`config.mk`:
```
export PLATFORM = sky130hd
export DESIGN_NAME = ctrl_hazard_stage
export DESIGN_NICKNAME = d
export VERILOG_FILES = /design/src/rtl/ctrl_hazard_stage.sv
export SDC_FILE = /design/constraint.sdc
export NUM_CORES = 1
export LEC_CHECK = 0
export ABC_AREA = 0
export CAP_MARGIN = 20
export CORE_UTILIZATION = 41
export DETAILED_ROUTE_END_ITERATION = 6
export PLACE_DENSITY = 0.79
export SYNTH_ARGS = -nofsm -noshare
export SYNTH_HDL_FRONTEND = slang
export SYNTH_SLANG_ARGS = --single-unit
```
`constraint.sdc`:
```
create_clock -name clk -period 3.45 [get_ports clk]
set_input_delay 0.5175 -clock clk [delete_from_list [all_inputs] [get_ports clk]]
set_output_delay 0.5175 -clock clk [all_outputs]
set_load 0.01 [all_outputs]
```
`src/rtl/ctrl_hazard_stage.sv`:
```
// rtl/ctrl_hazard_stage.sv - ID/EX control register with stall, flush and multi-cycle NOP bubble insertion
// Optional macro CTRL_HAZARD_STATS_EN adds a saturating nop_count output.
module ctrl_hazard_stage #(
  parameter int           W   = 14,
  parameter int           LW  = 2,
  parameter logic [W-1:0] NOP = '0
) (
  input  logic          clk,
  input  logic          reset,
  input  logic [W-1:0]  ctrl_in,
  input  logic          valid_in,
  input  logic          stall,
  input  logic          flush,
  input  logic          bubble_req,
  input  logic [LW-1:0] bubble_len,
`ifdef CTRL_HAZARD_STATS_EN
  output logic [15:0]   nop_count,
`endif
  output logic [W-1:0]  ctrl_out,
  output logic          valid_out,
  output logic          busy
);

  typedef enum logic {IDLE = 1'b0, BUBBLE = 1'b1} state_t;

  state_t        state_q, state_d;
  logic [LW-1:0] cnt_q, cnt_d;
  logic [W-1:0]  ctrl_q, ctrl_d;
  logic          valid_q, valid_d;

  always_comb begin
    state_d = state_q;
    cnt_d   = cnt_q;
    ctrl_d  = ctrl_q;
    valid_d = valid_q;
    if (flush) begin
      state_d = IDLE;
      cnt_d   = '0;
      ctrl_d  = NOP;
      valid_d = 1'b0;
    end else if (stall) begin
      state_d = state_q;
    end else if (state_q == BUBBLE) begin
      ctrl_d  = NOP;
      valid_d = 1'b0;
      cnt_d   = cnt_q - LW'(1);
      state_d = (cnt_q == LW'(1)) ? IDLE : BUBBLE;
    end else if (bubble_req) begin
      // A length of 0 is treated as 1, so the counter starts at L-1.
      ctrl_d  = NOP;
      valid_d = 1'b0;
      cnt_d   = (bubble_len == '0) ? '0 : bubble_len - LW'(1);
      state_d = (cnt_d != '0) ? BUBBLE : IDLE;
    end else begin
      ctrl_d  = ctrl_in;
      valid_d = valid_in;
    end
  end

  always_ff @(posedge clk or posedge reset) begin
    if (reset) begin
      state_q <= IDLE;
      cnt_q   <= '0;
      ctrl_q  <= NOP;
      valid_q <= 1'b0;
    end else begin
      state_q <= state_d;
      cnt_q   <= cnt_d;
      ctrl_q  <= ctrl_d;
      valid_q <= valid_d;
    end
  end

  assign ctrl_out  = ctrl_q;
  assign valid_out = valid_q;
  assign busy      = (state_q == BUBBLE);

`ifdef CTRL_HAZARD_STATS_EN
  logic [15:0] nop_count_q, nop_count_d;
  logic        nop_load;

  always_comb begin
    nop_load    = flush | (!stall & ((state_q == BUBBLE) | bubble_req));
    nop_count_d = nop_count_q;
    if (nop_load && nop_count_q != 16'hFFFF)
      nop_count_d = nop_count_q + 16'd1;
  end

  always_ff @(posedge clk or posedge reset) begin
    if (reset) nop_count_q <= '0;
    else       nop_count_q <= nop_count_d;
  end

  assign nop_count = nop_count_q;
`endif

endmodule

```
== Word level (Yosys, flattened, before mapping) ==
Index checks and enable logic that the tools add are counted.

* Add/sub/neg operators: 2
* Eq/ne operators: 2
* Multiplexer cells: 19
* Reductions and logical operators: 4

{| class="wikitable"
|+ Operator list
! cell !! number
|-
| two-way mux 14 bit || 4
|-
| two-way mux 1 bit || 10
|-
| two-way mux 2 bit || 5
|-
| subtractor 2 x 1 -> 2 bit, second input constant || 2
|-
| nonzero test 3 bit || 1
|-
| == test 2 x 1 -> 1 bit, second input constant || 1
|-
| zero test 2 bit || 1
|-
| != test 2 x 1 -> 1 bit, second input constant || 1
|-
| AND reduction 2 bit || 1
|-
| nonzero test 2 bit || 1
|}

* Flip-flop bits (word level): 18
* Input bits: 22
* Output and inout bits: 16
* Logic and storage cells: 31

== Logic depth before layout (Yosys ltp) ==
* Depth after elaboration: 8
* Depth in mapped cells: 5
* Depth with buffers taken out: 5

== Worst setup path before layout ==
No wires, ideal clock.

* Kind: input to register
* From: in flush
* To: reg ctrl_q[10] (netlist: ctrl_out[10])
* Library setup time: 0.064 ns
* Data arrival time: 1.179 ns
* Required time: 3.386 ns
* Path slack: 2.208 ns
* Stages: 3
* Buffers on the path: 1
* Cell sequence: nor4_4 buf_6 a22o_2

* Longest elaborated chain between the ends: 1
* Elaborated cells on any way between the ends: 2
* Classes of those cells: eq/ne (1); mux (1)

{| class="wikitable"
|+ RTL lines
! element !! line !! source
|-
| start: declaration || 13 || <nowiki>input logic flush,</nowiki>
|-
| != test 2 x 1 -> 1 bit (no source line) / two-way mux 14 bit (equally long branches) || -- ||
|-
| end signal: assignment || 69 || <nowiki>ctrl_q <= ctrl_d;</nowiki>
|-
| end: declaration || 28 || <nowiki>logic [W-1:0] ctrl_q, ctrl_d;</nowiki>
|}

Parallel ways exist; a longest one is shown, timed or not.
A chain may end at the register's enable or synchronous reset.

== Final worst setup path ==
* From: reg state_q (netlist: busy)
* To: out busy

{| class="wikitable"
|+ RTL lines
! element !! line !! source
|-
| start: declaration || 26 || <nowiki>state_t state_q, state_d;</nowiki>
|-
| start signal: assignment || 67 || <nowiki>state_q <= state_d;</nowiki>
|-
| end: declaration || 21 || <nowiki>output logic busy</nowiki>
|}

No word-level cell between the ends.

==> impl_metrics.ini <==
[sta]
slew_headroom_pct = 47.79
setup-tns-final_ns = 0
fin_crit_ns = 1.898
fin_skew_ns = 0.0008583
max_freq_mhz = 526.9
drv_slew = 0
worstMarginPinSlew_ns = 0.7773
setup_viol = 0
hold_viol_final = 0
rsz0062_at_grt = false
fin_crit_sh_pct = 55.01

[final_layout]
stdcell_count = 119
final_area_mm2 = 0.001165
diodes = 0
final_cell_mix = 37 x clkdlybuf4s50_1, 18 x dfrtp_1, 10 x a22o_2
final_layout_size_suffix_gt1_share_pct = 19.15
fillers = 143
fin_nets = 119
multi_input_area_um2 = 271.5
final_common_cell = clkdlybuf4s50_1
regArea_um2 = 450.4
syn_to_final_growth_pct = 53.38
final_core_util_pct = 67.46

[worst_setup_path]
end_kind = output pin
cp-start-kind = flip-flop
crit_path_max_fanout = 9
path_delay_family = buffers and inverters
ff2ff_setup_slack_ns = 1.91
critPathRequiredTime_ns = 2.93
worstPathBufferInverterCount = 1
cp_slowest_cell = clkdlybuf4s50_1
crit_chain = clkdlybuf4s50_1
slowest_delay_ns = 0.60
critPathKind = flip-flop to output pin
cp.arrival_ns = 1.38

[global_route]
track_usage_pct = 17.40
grt_pass1_vias = 597
grt_pass1_wl_um = 2601
grt_max_degree = 19
grt-ovfl-total = 0
antenna_found_initial = 0

[detailed_routing]
wl_per_cell_um = 12.97
drc = 0
vias = 609
wirelength_um = 1544
firstDrtPassIters = 4
drt_iter0_markers = 9
via_per_inst = 5.118
ant_nets = 0

[cts]
ctsResizeCount = 0
cts_max_level = 1
postCtsSetupRepairBufs = 0
clk_latency_ns = 0.27
cts_root_buf = clkbuf_4
cts.clk_slew.worst_paths_ns = 0.09
cts_hold_buf = 0
cts_tree = yes
cts_max_path_buffers = 2
numCtsBuffers = 3
clkSinkCount = 18

[job]
cap_violations = 0

[die]
ios = 38
die_h_um = 45.04
initial_core_util_pct = 43.99
die_w_um = 45.04
rows = 15
coreArea_mm2 = 0.001727
dieArea_mm2 = 0.002029

[pwr]
powerDensity_mw_per_mm2 = 336.6
p_leak_nw = 0.5069
peakVddDrop_mv = 0.2194

[synthesis]
ys_seq_area_share_pct = 59.31
ys_warn_count = 0
synth_area_um2 = 759.5
ys_ff_latch = 18
syn_inst = 56
avgSynthCellArea_um2 = 13.56
syn_nets = 79
ys_types = 20

[place]
io_buffers = 37
place_inst = 116
postPlaceCellArea_mm2 = 0.001142
hpwlAfterDp_um = 1145
routabilityCongestion = 0.6946

[run_status]
status = finished, final reports clean

[hold_path]
worst_hold_path_type = flip-flop to flip-flop
## per-layer routing
layer | track usage [%] | vias to the layer above | share of wire [%]
met5 | 0 | - | 0
met4 | 4.242 | 0 | 1.2
met3 | 5.200 | 4 | 7.3
met2 | 26.67 | 27 | 43
met1 | 24.28 | 289 | 48
li1 | - | 289 | -
## synthesized netlist by cell type (all sizes together)
| cell type | count | area (um^2) |
|---|---|---|
| inv | 5 | 18.76 |
| nand2 | 2 | 7.510 |
| a21oi | 1 | 5.000 |
| and4bb | 1 | 12.51 |
| a311oi | 1 | 8.760 |
| buf | 2 | 18.77 |
| a31oi | 2 | 12.51 |
| o221a | 1 | 11.26 |
| nor2 | 3 | 13.77 |
| dfrtp | 18 | 450.4 |
| a22o | 15 | 143.9 |
| nor2b | 1 | 6.260 |
| a221oi | 1 | 8.760 |
| ha | 1 | 12.51 |
| nor4 | 1 | 21.27 |
| nor3b | 1 | 7.510 |
## cells by family (layout without fill, tap and decap cells)
| kind of cell | Yosys count | in the layout | share of synthesized area [%] |
|---|---|---|---|
| fa+ha+maj | 1 | 1 | 1.647 |
| buf+inv | 7 | 45 | 4.942 |
| flops | 18 | 18 | 59.31 |
| compound gates | 21 | 21 | 25.04 |
| simple gates | 9 | 9 | 9.063 |
## final timing paths
| path | start | to | cells after the start |
|---|---|---|---|
| setup / recovery | busy | busy | 1 |
| hold / removal | ctrl_out[6] | ctrl_out[6] | 1 |
| setup reg to reg | busy | ctrl_out[7] | 2 |
| hold reg to reg | ctrl_out[6] | ctrl_out[6] | 1 |
| max in group asynchronous | reset | busy | 2 |
| min in group asynchronous | reset | ctrl_out[5] | 2 |
## cell type report
type                            count  area share [%]
Tap cell                           25           2.685
Inverter                            5           1.611
Timing Repair Buffer               37           31.79
Clock buffer                        3           1.933
Multi-Input combinational cell     31           23.31
Sequential cell                    18           38.67
## stage by stage
step	setup slack [ns]	hold WS (ns)	total power [mW]
floorplan	2.208	0.4561	0.2570
global placement	1.363	0.4886	0.3017
detailed placement	1.340	0.4934	0.3023
CTS	1.540	0.5156	0.3979
global route	1.479	0.5369	0.4141
finish	1.552	0.5112	0.3921
## sequential cells by signal, summed over array words and instances (netlist names)
signal	count
busy	1
valid_out	1
cnt_q	2
ctrl_out	14
## where the power goes
part           leakage [nW]  internal (mW)  total [mW]  switching [mW]
registers             0.246          0.220       0.226         0.00620
clock network        0.0138         0.0403      0.0942          0.0539
logic                 0.248         0.0444      0.0722          0.0278
Power figures use the tool's default switching activity.
